**config.mk**
```make
export PLATFORM = sky130hd
export DESIGN_NAME = mbscore_wb_arbiter_flat
export DESIGN_NICKNAME = d
export VERILOG_FILES = /design/src/rtl/mbscore_wb_arbiter_pkg.sv /design/src/rtl/mbscore_wb_arbiter_if.sv /design/src/rtl/mbscore_rr_arbiter.sv /design/src/rtl/mbscore_wb_arbiter.sv /design/src/flat_wrapper.sv
export SDC_FILE = /design/constraint.sdc
export NUM_CORES = 1
export LEC_CHECK = 0
export ABC_AREA = 0
export CAP_MARGIN = 20
export CORE_ASPECT_RATIO = 2
export CORE_MARGIN = 4
export CORE_UTILIZATION = 57
export CTS_BUF_LIST = sky130_fd_sc_hd__clkbuf_8
export DETAILED_ROUTE_END_ITERATION = 16
export PLACE_DENSITY = 0.89
export SLEW_MARGIN = 10
export SYNTH_ARGS = -nofsm -noshare
export SYNTH_HDL_FRONTEND = slang
export SYNTH_SLANG_ARGS = --single-unit
```
**constraint.sdc**
```tcl
create_clock -name clk -period 8.86 [get_ports clk]
set_input_delay 1.329 -clock clk [delete_from_list [all_inputs] [get_ports clk]]
set_output_delay 1.329 -clock clk [all_outputs]
set_load 0.05 [all_outputs]
```
**src/rtl/mbscore_wb_arbiter_pkg.sv**
```systemverilog
// MBScore writeback arbiter shared constants.
// Register-file geometry and requester indices.
package mbscore_wb_arbiter_pkg;

  localparam int REG_ADDR_WIDTH = 5;
  localparam int DATA_WIDTH     = 32;
  localparam int WB_NREQ        = 3;
  localparam int WB_CNT_W       = 2;

  typedef enum int {
    WB_REQ_ALU = 0,
    WB_REQ_LSU = 1,
    WB_REQ_MDU = 2
  } wb_req_e;

  function automatic int rr_next(input int i, input int n);
    return (i + 1 >= n) ? 0 : i + 1;
  endfunction

endpackage

```
**src/rtl/mbscore_wb_arbiter_if.sv**
```systemverilog
// Writeback requester bus plus the registered
// register-file write port it feeds.
interface mbscore_wb_arbiter_if
  import mbscore_wb_arbiter_pkg::*;
#(
  parameter int NREQ   = WB_NREQ,
  parameter int ADDR_W = REG_ADDR_WIDTH,
  parameter int DATA_W = DATA_WIDTH
);

  logic [NREQ-1:0]        req_valid;
  logic [NREQ-1:0]        req_ready;
  logic [NREQ-1:0]        req_spr;
  logic [NREQ*ADDR_W-1:0] req_addr;
  logic [NREQ*DATA_W-1:0] req_data;

  logic                   wb_we;
  logic                   wb_spr_we;
  logic [ADDR_W-1:0]      wb_addr;
  logic [DATA_W-1:0]      wb_data;

  modport master (
    output req_valid,
    output req_spr,
    output req_addr,
    output req_data,
    input  req_ready,
    input  wb_we,
    input  wb_spr_we,
    input  wb_addr,
    input  wb_data
  );

  modport slave (
    input  req_valid,
    input  req_spr,
    input  req_addr,
    input  req_data,
    output req_ready,
    output wb_we,
    output wb_spr_we,
    output wb_addr,
    output wb_data
  );

endinterface

```
**src/rtl/mbscore_rr_arbiter.sv**
```systemverilog
// Round-robin pick: search starts at ptr,
// first valid requester wins.
module mbscore_rr_arbiter #(
  parameter  int NREQ  = 3,
  localparam int PTR_W = (NREQ > 1) ? $clog2(NREQ) : 1
) (
  input  logic [NREQ-1:0]  valid,
  input  logic [PTR_W-1:0] ptr,
  output logic [NREQ-1:0]  grant,
  output logic [PTR_W-1:0] idx,
  output logic             any
);

  int pos;

  always_comb begin
    grant = '0;
    idx   = '0;
    any   = 1'b0;
    pos   = 0;
    for (int k = 0; k < NREQ; k++) begin
      pos = (int'(ptr) + k) % NREQ;
      if (!any && valid[pos]) begin
        grant[pos] = 1'b1;
        idx        = PTR_W'(pos);
        any        = 1'b1;
      end
    end
  end

endmodule

```
**src/rtl/mbscore_wb_arbiter.sv**
```systemverilog
// Writeback port arbiter with registered write
// and GPR pending-write scoreboard.
module mbscore_wb_arbiter
  import mbscore_wb_arbiter_pkg::*;
#(
  parameter  int NREQ   = WB_NREQ,
  parameter  int CNT_W  = WB_CNT_W,
  parameter  int ADDR_W = REG_ADDR_WIDTH,
  parameter  int DATA_W = DATA_WIDTH,
  localparam int PTR_W  = (NREQ > 1) ? $clog2(NREQ) : 1,
  localparam int NREG   = 2 ** ADDR_W
) (
  input  logic              clk,
  input  logic              rst,
  mbscore_wb_arbiter_if.slave bus,
  input  logic              sb_set_valid,
  input  logic [ADDR_W-1:0] sb_set_addr,
  output logic              sb_set_ready,
  input  logic [ADDR_W-1:0] rs_addr,
  input  logic [ADDR_W-1:0] rt_addr,
  output logic              rs_busy,
  output logic              rt_busy
);

  logic [PTR_W-1:0]  ptr;
  logic [NREQ-1:0]   grant;
  logic [PTR_W-1:0]  idx;
  logic              any;

  logic              sel_spr;
  logic [ADDR_W-1:0] sel_addr;
  logic [DATA_W-1:0] sel_data;
  logic              sel_gpr;

  logic              set_en;
  logic              clr_en;
  logic [NREG-1:0]   inc;
  logic [NREG-1:0]   dec;

  logic [CNT_W-1:0]  cnt [NREG];

  mbscore_rr_arbiter #(
    .NREQ (NREQ)
  ) u_rr (
    .valid (bus.req_valid),
    .ptr   (ptr),
    .grant (grant),
    .idx   (idx),
    .any   (any)
  );

  assign bus.req_ready = rst ? '0 : grant;

  assign sel_spr  = bus.req_spr[idx];
  assign sel_addr = bus.req_addr[idx*ADDR_W +: ADDR_W];
  assign sel_data = bus.req_data[idx*DATA_W +: DATA_W];
  assign sel_gpr  = !sel_spr && (sel_addr != '0);

  assign sb_set_ready = (cnt[sb_set_addr] != '1);

  assign set_en = sb_set_valid && sb_set_ready
               && (sb_set_addr != '0);
  assign clr_en = any && sel_gpr;

  assign inc = set_en ? (NREG'(1) << sb_set_addr) : '0;
  assign dec = clr_en ? (NREG'(1) << sel_addr) : '0;

  assign rs_busy = (cnt[rs_addr] != '0);
  assign rt_busy = (cnt[rt_addr] != '0);

  always_ff @(posedge clk or posedge rst) begin
    if (rst) begin
      ptr <= '0;
    end else if (any) begin
      ptr <= PTR_W'(rr_next(int'(idx), NREQ));
    end
  end

  // r0 is never set or cleared, so cnt[0] stays 0.
  always_ff @(posedge clk or posedge rst) begin
    if (rst) begin
      for (int a = 0; a < NREG; a++) begin
        cnt[a] <= '0;
      end
    end else begin
      for (int a = 0; a < NREG; a++) begin
        if (inc[a] && !dec[a]) begin
          cnt[a] <= cnt[a] + 1'b1;
        end else if (dec[a] && !inc[a]
                     && cnt[a] != '0) begin
          cnt[a] <= cnt[a] - 1'b1;
        end
      end
    end
  end

  always_ff @(posedge clk or posedge rst) begin
    if (rst) begin
      bus.wb_we     <= 1'b0;
      bus.wb_spr_we <= 1'b0;
      bus.wb_addr   <= '0;
      bus.wb_data   <= '0;
    end else if (any) begin
      bus.wb_we     <= sel_gpr;
      bus.wb_spr_we <= sel_spr;
      bus.wb_addr   <= sel_addr;
      bus.wb_data   <= sel_data;
    end else begin
      bus.wb_we     <= 1'b0;
      bus.wb_spr_we <= 1'b0;
    end
  end

endmodule

```
**src/flat_wrapper.sv**
```systemverilog
// flat-port wrapper written by rule: the top's interface ports become plain ports
module mbscore_wb_arbiter_flat import mbscore_wb_arbiter_pkg::*;
#(
  parameter  int NREQ   = WB_NREQ,
  parameter  int CNT_W  = WB_CNT_W,
  parameter  int ADDR_W = REG_ADDR_WIDTH,
  parameter  int DATA_W = DATA_WIDTH,
  localparam int PTR_W  = (NREQ > 1) ? $clog2(NREQ) : 1,
  localparam int NREG   = 2 ** ADDR_W
)
  (clk, rst, sb_set_valid, sb_set_addr, sb_set_ready, rs_addr, rt_addr, rs_busy, rt_busy, bus_req_valid, bus_req_spr, bus_req_addr, bus_req_data, bus_req_ready, bus_wb_we, bus_wb_spr_we, bus_wb_addr, bus_wb_data);
  mbscore_wb_arbiter_if #(.NREQ(NREQ), .ADDR_W(ADDR_W), .DATA_W(DATA_W)) bus_i ();
  input  logic clk;
  input  logic rst;
  input  logic sb_set_valid;
  input  logic [ADDR_W-1:0] sb_set_addr;
  output logic sb_set_ready;
  input  logic [ADDR_W-1:0] rs_addr;
  input  logic [ADDR_W-1:0] rt_addr;
  output logic rs_busy;
  output logic rt_busy;
  input wire logic [$bits(bus_i.req_valid)-1:0] bus_req_valid;
  input wire logic [$bits(bus_i.req_spr)-1:0] bus_req_spr;
  input wire logic [$bits(bus_i.req_addr)-1:0] bus_req_addr;
  input wire logic [$bits(bus_i.req_data)-1:0] bus_req_data;
  output wire logic [$bits(bus_i.req_ready)-1:0] bus_req_ready;
  output wire logic [$bits(bus_i.wb_we)-1:0] bus_wb_we;
  output wire logic [$bits(bus_i.wb_spr_we)-1:0] bus_wb_spr_we;
  output wire logic [$bits(bus_i.wb_addr)-1:0] bus_wb_addr;
  output wire logic [$bits(bus_i.wb_data)-1:0] bus_wb_data;
  assign bus_i.req_valid = bus_req_valid;
  assign bus_i.req_spr = bus_req_spr;
  assign bus_i.req_addr = bus_req_addr;
  assign bus_i.req_data = bus_req_data;
  assign bus_req_ready = bus_i.req_ready;
  assign bus_wb_we = bus_i.wb_we;
  assign bus_wb_spr_we = bus_i.wb_spr_we;
  assign bus_wb_addr = bus_i.wb_addr;
  assign bus_wb_data = bus_i.wb_data;
  mbscore_wb_arbiter #(.NREQ(NREQ), .CNT_W(CNT_W), .ADDR_W(ADDR_W), .DATA_W(DATA_W)) u_core (.clk(clk), .rst(rst), .bus(bus_i), .sb_set_valid(sb_set_valid), .sb_set_addr(sb_set_addr), .sb_set_ready(sb_set_ready), .rs_addr(rs_addr), .rt_addr(rt_addr), .rs_busy(rs_busy), .rt_busy(rt_busy));
endmodule
```
* After elaboration in Yosys (flattened, before gate mapping)
Index checks and enable logic that the tools add are counted.
Cells by class: $add $sub $neg 67, multiply operators 1, div/mod/pow operators 3, magnitude comparators 11, eq/ne operators 1, shifts and indexed selects 4, multiplexer cells 105, bitwise gates (word level) 5, reductions and logical operators 240
Operator list (number):
- $mux 2 | 74
- $reduce_bool 2->1 | 66
- $logic_and 1x1->1 | 105
- $ge 32x1->1 const B | 3
- $lt 32x4->1 const B | 3
- $shiftx 96x8->32 | 1
- $logic_not 1->1 | 67
- $add 2x1->2 const B | 32
- $mod 32x3->32 const B | 2
- $mux 32 | 2
- $shl 1x5->32 const A | 2
- $sub 2x1->2 const B | 32
- $mod 3x3->32 const B | 1
- $bmux 2 s5 | 3
- $ge 6x6->1 const B | 3
- $not 5->6 | 3
- $mux 1 | 15
- $shiftx 15x6->5 | 1
- $mux 3 | 4
- $reduce_bool 5->1 | 2
- $bmux 1 s2 | 4
- $add 2x1->3 const B | 2
- $demux 1 s2 | 3
- $or 3x3->3 | 2
- other kinds (5) | 5
Word-level totals: flip-flop bits (word level) 105, input bits 135, output and inout bits 45, word-level logic and storage cells 474

* Depth between registers and ports, before layout
Gate-level depths: netlist of the first run.
depth in word-level cells 21, mapped depth 14, depth with buffers taken out 10

* By module
From an unflattened synthesis of the first run, not the netlist that was laid out.
Unflattened totals: cell total of the unflattened synthesis 860, area total of the unflattened synthesis 7478.4 um2
By module, submodules not included:
- mbscore_wb_arbiter | instances 1, cells an instance 808, area each 7096.8 um2, sequential area each 2627.5 um2
- mbscore_rr_arbiter | instances 1, cells an instance 52, area each 381.6 um2, sequential area each 0.0 um2

* Least setup slack after synthesis of the first run
OpenSTA, ideal clock, no wires.
kind input-to-output, from input bus_req_valid[1], to output bus_req_ready[2], data arrival time 3299 ps, path slack 4232 ps, stages 5, buffers on the path 1, path through mux2i_1 -> mux2i_4 -> o21a_1 -> buf_2 -> nor3_1
On the way: word-level cells in the longest chain between the ends 11, elaborated cells on any way between the ends 21, those cells by class 15 x mux; 2 x bitwise; 4 x reduce/logical
RTL lines:
- start, declared | line flat_wrapper.sv:22 | input wire logic [$bits(bus_i.req_valid)-1:0] bus_req_valid;
- $bmux 1 s2 | line mbscore_rr_arbiter.sv:23 | if (!any && valid[pos]) begin
- $mux 1 (not written as such) (2 in series) | line mbscore_rr_arbiter.sv:23
- $mux 1 | line mbscore_rr_arbiter.sv:23
- $logic_not 1->1 | line mbscore_rr_arbiter.sv:23
- $logic_and 1x1->1 | line mbscore_rr_arbiter.sv:23
- $mux 1 | line mbscore_rr_arbiter.sv:23
- $logic_not 1->1 | line mbscore_rr_arbiter.sv:23
- $logic_and 1x1->1 | line mbscore_rr_arbiter.sv:23
- $mux 3 * | line mbscore_rr_arbiter.sv:23
- $mux 3 * | line mbscore_wb_arbiter.sv:52 | assign bus.req_ready = rst ? '0 : grant;
- end, declared | line flat_wrapper.sv:26 | output wire logic [$bits(bus_i.req_ready)-1:0] bus_req_ready;
Every way passes the cells marked *; elsewhere a longest branch is shown, timed or not. The select of a mux whose other input is x is not followed.

* Worst setup path in the final report of the first run
from input sb_set_addr[3], to output sb_set_ready
On the way: word-level cells in the longest chain between the ends 5
RTL lines:
- start, declared | line flat_wrapper.sv:16 | input logic [ADDR_W-1:0] sb_set_addr;
- $not 5->6 (not written as such) | line mbscore_wb_arbiter.sv:59 | assign sb_set_ready = (cnt[sb_set_addr] != '1);
- $bmux 2 s5 | line mbscore_wb_arbiter.sv:59
- $mux 2 (not written as such) (2 in series) | line mbscore_wb_arbiter.sv:59
- $ne 2x2->1 | line mbscore_wb_arbiter.sv:59
- end, declared | line flat_wrapper.sv:17 | output logic sb_set_ready;
No other way between the ends. The select of a mux whose other input is x is not followed.

==> results of run 1 <==
cells by family (layout without fill, tap and decap cells):
family | Yosys count | after routing | share of synthesized area [%]
AND/OR/NAND/NOR | 360 | 360 | 23.0
AO/OA/AOI/OAI | 351 | 351 | 29.7
flip-flops | 105 | 105 | 33.4
buffers and inverters | 99 | 237 | 5.23
multiplexers | 26 | 26 | 5.83
XOR/XNOR | 20 | 20 | 2.23
adder cells (fa/ha/maj) | 4 | 4 | 0.636
routing by layer:
| metal | routed length (µm) | GRT usage (%) | part of all wire, % |
|---|---|---|---|
| met1 | 8430 | 32.3 | 32 |
| met2 | 13100 | 57.6 | 50 |
| met3 | 2280 | 8.49 | 8.7 |
| met4 | 2310 | 25.4 | 8.8 |
| met5 | 0 | 0 | 0 |
worst max-delay path: stages:
cell             delay, ps
clkdlybuf4s50_1       1180
mux4_2                 430
nor2_1                 100
a21oi_1                 50
a21oi_1                150
clkdlybuf4s50_1        830
sequential cells by signal (all words and copies together) (netlist names):
name,flops
u_core.bus.wb_addr,5
u_core.bus.wb_data,32
u_core.bus.wb_spr_we,1
u_core.bus.wb_we,1
u_core.cnt,64
u_core.ptr,2
cell usage in the layout, fill, tap and decap left out, drive strengths merged, types with 7 or more instances in the layout:
| master | n |
|---|---|
| nand4 | 7 |
| o221ai | 7 |
| nor2 | 69 |
| dfrtp | 105 |
| o31a | 8 |
| a22oi | 19 |
| clkbuf | 11 |
| nor3 | 43 |
| nand3 | 18 |
| nand2 | 150 |
| a31oi | 23 |
| o22ai | 9 |
| clkdlybuf4s50 | 178 |
| buf | 7 |
| nand2b | 7 |
| mux2i | 9 |
| mux4 | 14 |
| and2 | 8 |
| o41ai | 8 |
| xnor2 | 18 |
| a211oi | 26 |
| or2 | 7 |
| nor2b | 7 |
| o21a | 9 |
| o31ai | 7 |
| inv | 39 |
| o21ai | 95 |
| o211ai | 8 |
| a21oi | 91 |
| nor4 | 16 |
power by group through the flow:
stage / Combinational (W) / Clock (W) / Sequential (W)
after floorplan: 0.00166 / 0 / 0.00115
after global routing: 0.00292 / 0.000314 / 0.000925
final: 0.00270 / 0.000293 / 0.000904
after detailed placement: 0.00267 / 0 / 0.000902
after global placement: 0.00262 / 0 / 0.000895
after CTS: 0.00268 / 0.000295 / 0.000893
metrics by stage:
stage	utilization, %	cell area, µm²	power [W]	cells
5_1_grt	72.7	9820	0.00416	1258
6_report	72.7	9820	0.00390	1258
4_1_cts	72.7	9820	0.00386	1257
2_1_floorplan	-	7870	0.00281	965
3_3_place_gp	71.3	9640	0.00351	1241
3_5_place_dp	71.3	9640	0.00357	1241
synth_stat cells (all sizes together), types with 8 or more instances:
cell,n,area share (%)
a211oi,26,2.7
a21oi,91,5.8
a22oi,19,1.8
a31oi,23,1.8
and2,8,0.64
buf,19,1.4
clkbuf,45,2.2
dfrtp,105,33
inv,35,1.7
mux2i,9,1.3
mux4,14,4.0
nand2,150,7.2
nand3,18,1.2
nor2,69,3.3
nor3,43,3.2
nor4,16,2.4
o211ai,8,0.94
o21a,9,0.86
o21ai,95,6.0
o22ai,9,0.97
o31a,8,0.89
o41ai,8,0.89
xnor2,18,2.0
layout make-up:
type	count	area (µm²)
multi-input combinational	761	4850
fill	1055	3690
sequential	105	2630
timing repair buffer	186	1840
tap	155	194
clock buffer	10	138
inverter	35	134
clock inverter	6	42.5
how the worst min path moves through the flow:
stage / from / end / slack, ps
floorplan: u_core.cnt[62] / u_core.cnt[62] / 470
global placement: u_core.cnt[62] / u_core.cnt[62] / 410
detailed placement: u_core.cnt[62] / u_core.cnt[62] / 420
CTS: u_core.cnt[62] / u_core.cnt[62] / 450
global route: u_core.cnt[63] / u_core.cnt[63] / 460
finish: u_core.cnt[62] / u_core.cnt[62] / 450
==> out/metrics.cfg, run 1 <==
[place]
place.detailed.hpwl_mm = 19.7
gp_congestion = 1.03
io_buffers = 179
place_ws_ps = 3050

[sta]
tns_ps = 0
tightestPinTransition_ps = 1140
final_max_slew_viol_count = 0
rsz0062_at_grt = false
finalSetupViolations = 0
clock.fmax_mhz = 185
finalCritPeriodShare_pct = 60.9
holdWs_ps = 452
finClkSkew_ps = 19.8
final_hold_viol_count = 0
period_needed_ps = 5400
finalWorstSetupSlack_ps = 3460
slew_headroom_pct = 22.2

[pwr]
p_sw_share_pct = 57.6
p_per_area_nw_per_um2 = 397
p_leak_nw = 3.76
clkPwrFrac_pct = 7.5
pwr-share-comb_pct = 69.3
seqPwrFrac_pct = 23.2
switchingPower_w = 0.00225
peakVddDrop_uv = 284
p_int_w = 0.00165

[synthesis]
ys_ff_latch = 105
synth_ff_type = dfrtp_1
syn-cell-area_um2 = 7870
synth_cell_types = 85
async_flop_share_pct = 100
ys_seq_area_share_pct = 33.4
synth_area_per_cell_um2 = 8.16
synth_fp_nets = 1104
synth_edf_count = 0
synth_warnings = 0
synthCells = 965

[clock_tree]
clock_sink_count = 105
numCtsBuffers = 9
cts_setup_buffers = 0
ctsHoldBuffers = 0
cts_max_level = 3
tritoncts = yes
clock_latency_ps = 400
cts.reportedPaths.clkPinSlew_ps = 100
cts_resized = 0
clock_path_buffers = 2
cts_root_buf = clkbuf_8

[finish]
area_growth_syn_to_layout_pct = 24.7
drive_gt1_share_pct = 7.80
antenna_cells = 0
fin_nets = 1237

[setup_path]
cp-end-kind = output port
startpoint = sb_set_addr[3]
cp-start-kind = input pin
crit_path_end = sb_set_ready
cp_max_fo = 26
path_class = input pin to output port
required_ps = 7530
cp.arrival_ps = 4070
rr_worst_depth = 11
timing.rr.start = u_core.ptr[1]
reg2reg_to = u_core.cnt[23]
r2r_slack_ps = 4270

[detailed_routing]
wl_per_cell_um = 20.8
antenna_left = 0
drc = 0
vias = 8363
drt_iter0_drc = 623
wirelength_mm = 26.2
dr.pass1.iters = 6
via_per_inst = 6.65

[worst_hold_path]
hold_path_depth = 0
hp-class = flip-flop to flip-flop

[floorplan]
rows = 60
dieWidth_um = 91.1
dieArea_um2 = 15900
boundaryPins = 180
die_y_um = 174
initial_utilization_pct = 58.2
coreArea_um2 = 13500

[global_routing]
gr-total-overflow = 0
grtUsageTotal_pct = 32.9
grt_max_degree = 78
grt_pass1_vias = 8293
grt_pass1_wl_mm = 41.2
antenna_found_initial = 0

[run_status]
outcome = complete, no violations

[job]
maxCapViolCount = 0

Note: power is estimated with default switching activity, not from simulation.
==> run 2, diff against run 1 <==
Settings changed: CORE_UTILIZATION 57 to 53, PLACE_DENSITY 0.89 to 0.84.
Clock period 8.86 ns to 5.15 ns, I/O delays scaled along.
==> run 2 against run 1 <==
- register-to-register slack got worse by 3400 ps
- count of clock-buffer cells in the layout fell by 1
- first-iteration DRC count is 10% higher
- via count down 0.30%
- flip-flop and latch count unchanged
- routed wire length grew 3.3%
- setup slack worse by 2700 ps
- clock skew decreased by 4.9 ps
- largest power group unchanged
==> out/metrics.cfg, run 2 (synthesized netlist as in run 1, its figures left out) <==
[floorplan]
rows = 62  ; +3.3%
initial_utilization_pct = 54.3  ; -4.0 points
die_y_um = 180  ; +3.5%
dieArea_um2 = 17000  ; +7.0%
boundaryPins = 180  ; unchanged
dieWidth_um = 94.2  ; +3.4%
coreArea_um2 = 14500  ; +7.4%

[global_routing]
grt_pass1_vias = 8269  ; -0.29%
grtUsageTotal_pct = 31.7  ; -1.1 points
grt_max_degree = 77  ; -1.3%
gr-total-overflow = 0  ; unchanged
antenna_found_initial = 0  ; unchanged
grt_pass1_wl_mm = 42.1  ; +2.3%

[pwr]
p_int_w = 0.00290  ; +75%
clkPwrFrac_pct = 8.1  ; +0.6 points
p_sw_share_pct = 57.5  ; -0.089 points
seqPwrFrac_pct = 22.8  ; -0.4 points
p_per_area_nw_per_um2 = 684  ; +72%
p_leak_nw = 3.81  ; +1.4%
pwr-share-comb_pct = 69.0  ; -0.3 points
switchingPower_w = 0.00392  ; +75%
peakVddDrop_uv = 527  ; +86%

[finish]
final_cell_mix = clkdlybuf4s50_1 (179), nand2_1 (150), dfrtp_1 (105), o21ai_0 (93), a21oi_1 (90)
area_growth_syn_to_layout_pct = 26.7
stdcell_area_um2 = 9980  ; +1.6%
final_core_util_pct = 68.8  ; -3.9 points
final_common_cell = clkdlybuf4s50_1
finalNonFillerCells = 1305  ; +3.7%
fin_nets = 1247  ; +0.81%
largest_reg_flops = 64  ; unchanged
antenna_cells = 0  ; unchanged
drive_gt1_share_pct = 8.63  ; +0.83 points
reg.largest.list = u_core.cnt: 64 flops, u_core.bus.wb_data: 32 flops, u_core.bus.wb_addr: 5 flops
regMostFlops = u_core.cnt

[setup_path]
worst-path-buf-inv = 2  ; unchanged
required_ps = 4380  ; -3150 ps
cp-end-kind = output port
crit_slowest_cell = clkdlybuf4s50_1
max_stage_delay_ps = 840  ; -340 ps
path_cells = inv_1, ha_1, mux2i_1, mux2i_4, o21a_1, nor3_1, clkdlybuf4s50_1
path_class = flip-flop to output port
cp-start-kind = flip-flop
cp.arrival_ps = 3650  ; -420 ps
cp_max_fo = 13  ; -50%
crit_family = buffers and inverters

[sta]
finalSetupViolations = 0  ; unchanged
final_hold_viol_count = 0  ; unchanged
final_max_slew_viol_count = 0  ; unchanged
finalWorstSetupSlack_ps = 730  ; -2730 ps
tightestPinTransition_ps = 911  ; -233 ps
tns_ps = 0  ; unchanged
finalCritPeriodShare_pct = 85.8
clock.fmax_mhz = 226
rsz0062_at_grt = false
slew_headroom_pct = 38.7  ; +16 points
period_needed_ps = 4420
finClkSkew_ps = 14.9  ; -4.87 ps

[clock_tree]
cts_resized = 0  ; unchanged
clock_sink_count = 105  ; unchanged
clock_latency_ps = 390  ; about the same
ctsHoldBuffers = 0  ; unchanged
numCtsBuffers = 9  ; unchanged
cts_root_buf = clkbuf_8
cts.reportedPaths.clkPinSlew_ps = 120  ; +20 ps
cts_setup_buffers = 0  ; unchanged
cts_max_level = 3  ; unchanged
tritoncts = yes
clock_path_buffers = 2  ; unchanged

[worst_hold_path]
hp-class = flip-flop to flip-flop

[place]
placed_area_um2 = 9760  ; +1.2%
place_ws_ps = 812  ; -2240 ps
io_buffers = 179  ; unchanged
dp.cells = 1288  ; +3.8%
place.detailed.hpwl_mm = 20.4  ; +3.7%
gp_congestion = 0.957  ; -6.8%

[run_status]
outcome = complete, no violations

[detailed_routing]
vias = 8338  ; -0.30%
dr.pass1.iters = 7  ; +1
drt_iter0_drc = 687  ; +10%
wirelength_mm = 27.0  ; +3.3%
wl_per_cell_um = 20.7  ; -0.44%
drc = 0  ; unchanged
via_per_inst = 6.39  ; -3.9%
antenna_left = 0  ; unchanged

[job]
maxCapViolCount = 0  ; unchanged

## run 2: layout make-up
cell class	count	area (µm²)
multi-input combinational	761	4840
fill	1250	4530
sequential	105	2630
timing repair buffer	196	1920
tap	192	240
inverter	35	134
clock buffer	9	124
clock inverter	7	91.3
## run 2: layer usage
metal  global-route usage, %  wire length (µm)  part of all wire [%]
met3                    7.10              2090                   7.7
met4                    21.9              2130                   7.9
met2                    55.4             13700                    51
met1                    32.5              9110                    34
met5                       0                 0                     0
## run 2: power groups by stage
stage | clock (W) | combinational, W | sequential, W
after floorplan | 0 | 0.00286 | 0.00197
after global placement | 0 | 0.00454 | 0.00154
after detailed placement | 0 | 0.00462 | 0.00155
after CTS | 0.000553 | 0.00464 | 0.00154
after global routing | 0.000587 | 0.00505 | 0.00160
final | 0.000554 | 0.00471 | 0.00156
## run 2: path summary, 6_finish.rpt
check                               startpoint                     end  slack, ps  cells past startpoint
worst max-delay path             u_core.ptr[1]        bus_req_ready[2]        730                      7
worst min-delay path            u_core.cnt[63]          u_core.cnt[63]        440                      0
worst max register to register   u_core.ptr[1]          u_core.cnt[49]        870                     10
worst min register to register  u_core.cnt[63]          u_core.cnt[63]        440                      0
max in group asynchronous                  rst          u_core.cnt[15]       3600                      3
min in group asynchronous                  rst  u_core.bus.wb_data[23]       1030                      3
## run 2: through the flow
| step | total power (W) | hold slack [ps] |
|---|---|---|
| 2_1_floorplan | 0.00484 | 466 |
| 3_3_place_gp | 0.00608 | 414 |
| 3_5_place_dp | 0.00617 | 420 |
| 4_1_cts | 0.00673 | 442 |
| 5_1_grt | 0.00723 | 463 |
| 6_report | 0.00682 | 444 |
## run 2: worst reg2reg max path, delay by kind of cell (launching register included)
family | cells | cell delay [ps]
adder cells (fa/ha/maj) | 1 | 470
multiplexers | 1 | 530
AND/OR/NAND/NOR | 2 | 430
buffers and inverters | 1 | 100
flip-flops | 1 | 440
AO/OA/AOI/OAI | 5 | 2200
==> run 3, diff against run 2 <==
Settings changed: ABC_AREA 0 to not set.
==> results of run 3 <==
The final DEF is identical to that of run 2; final timing and power are the same.
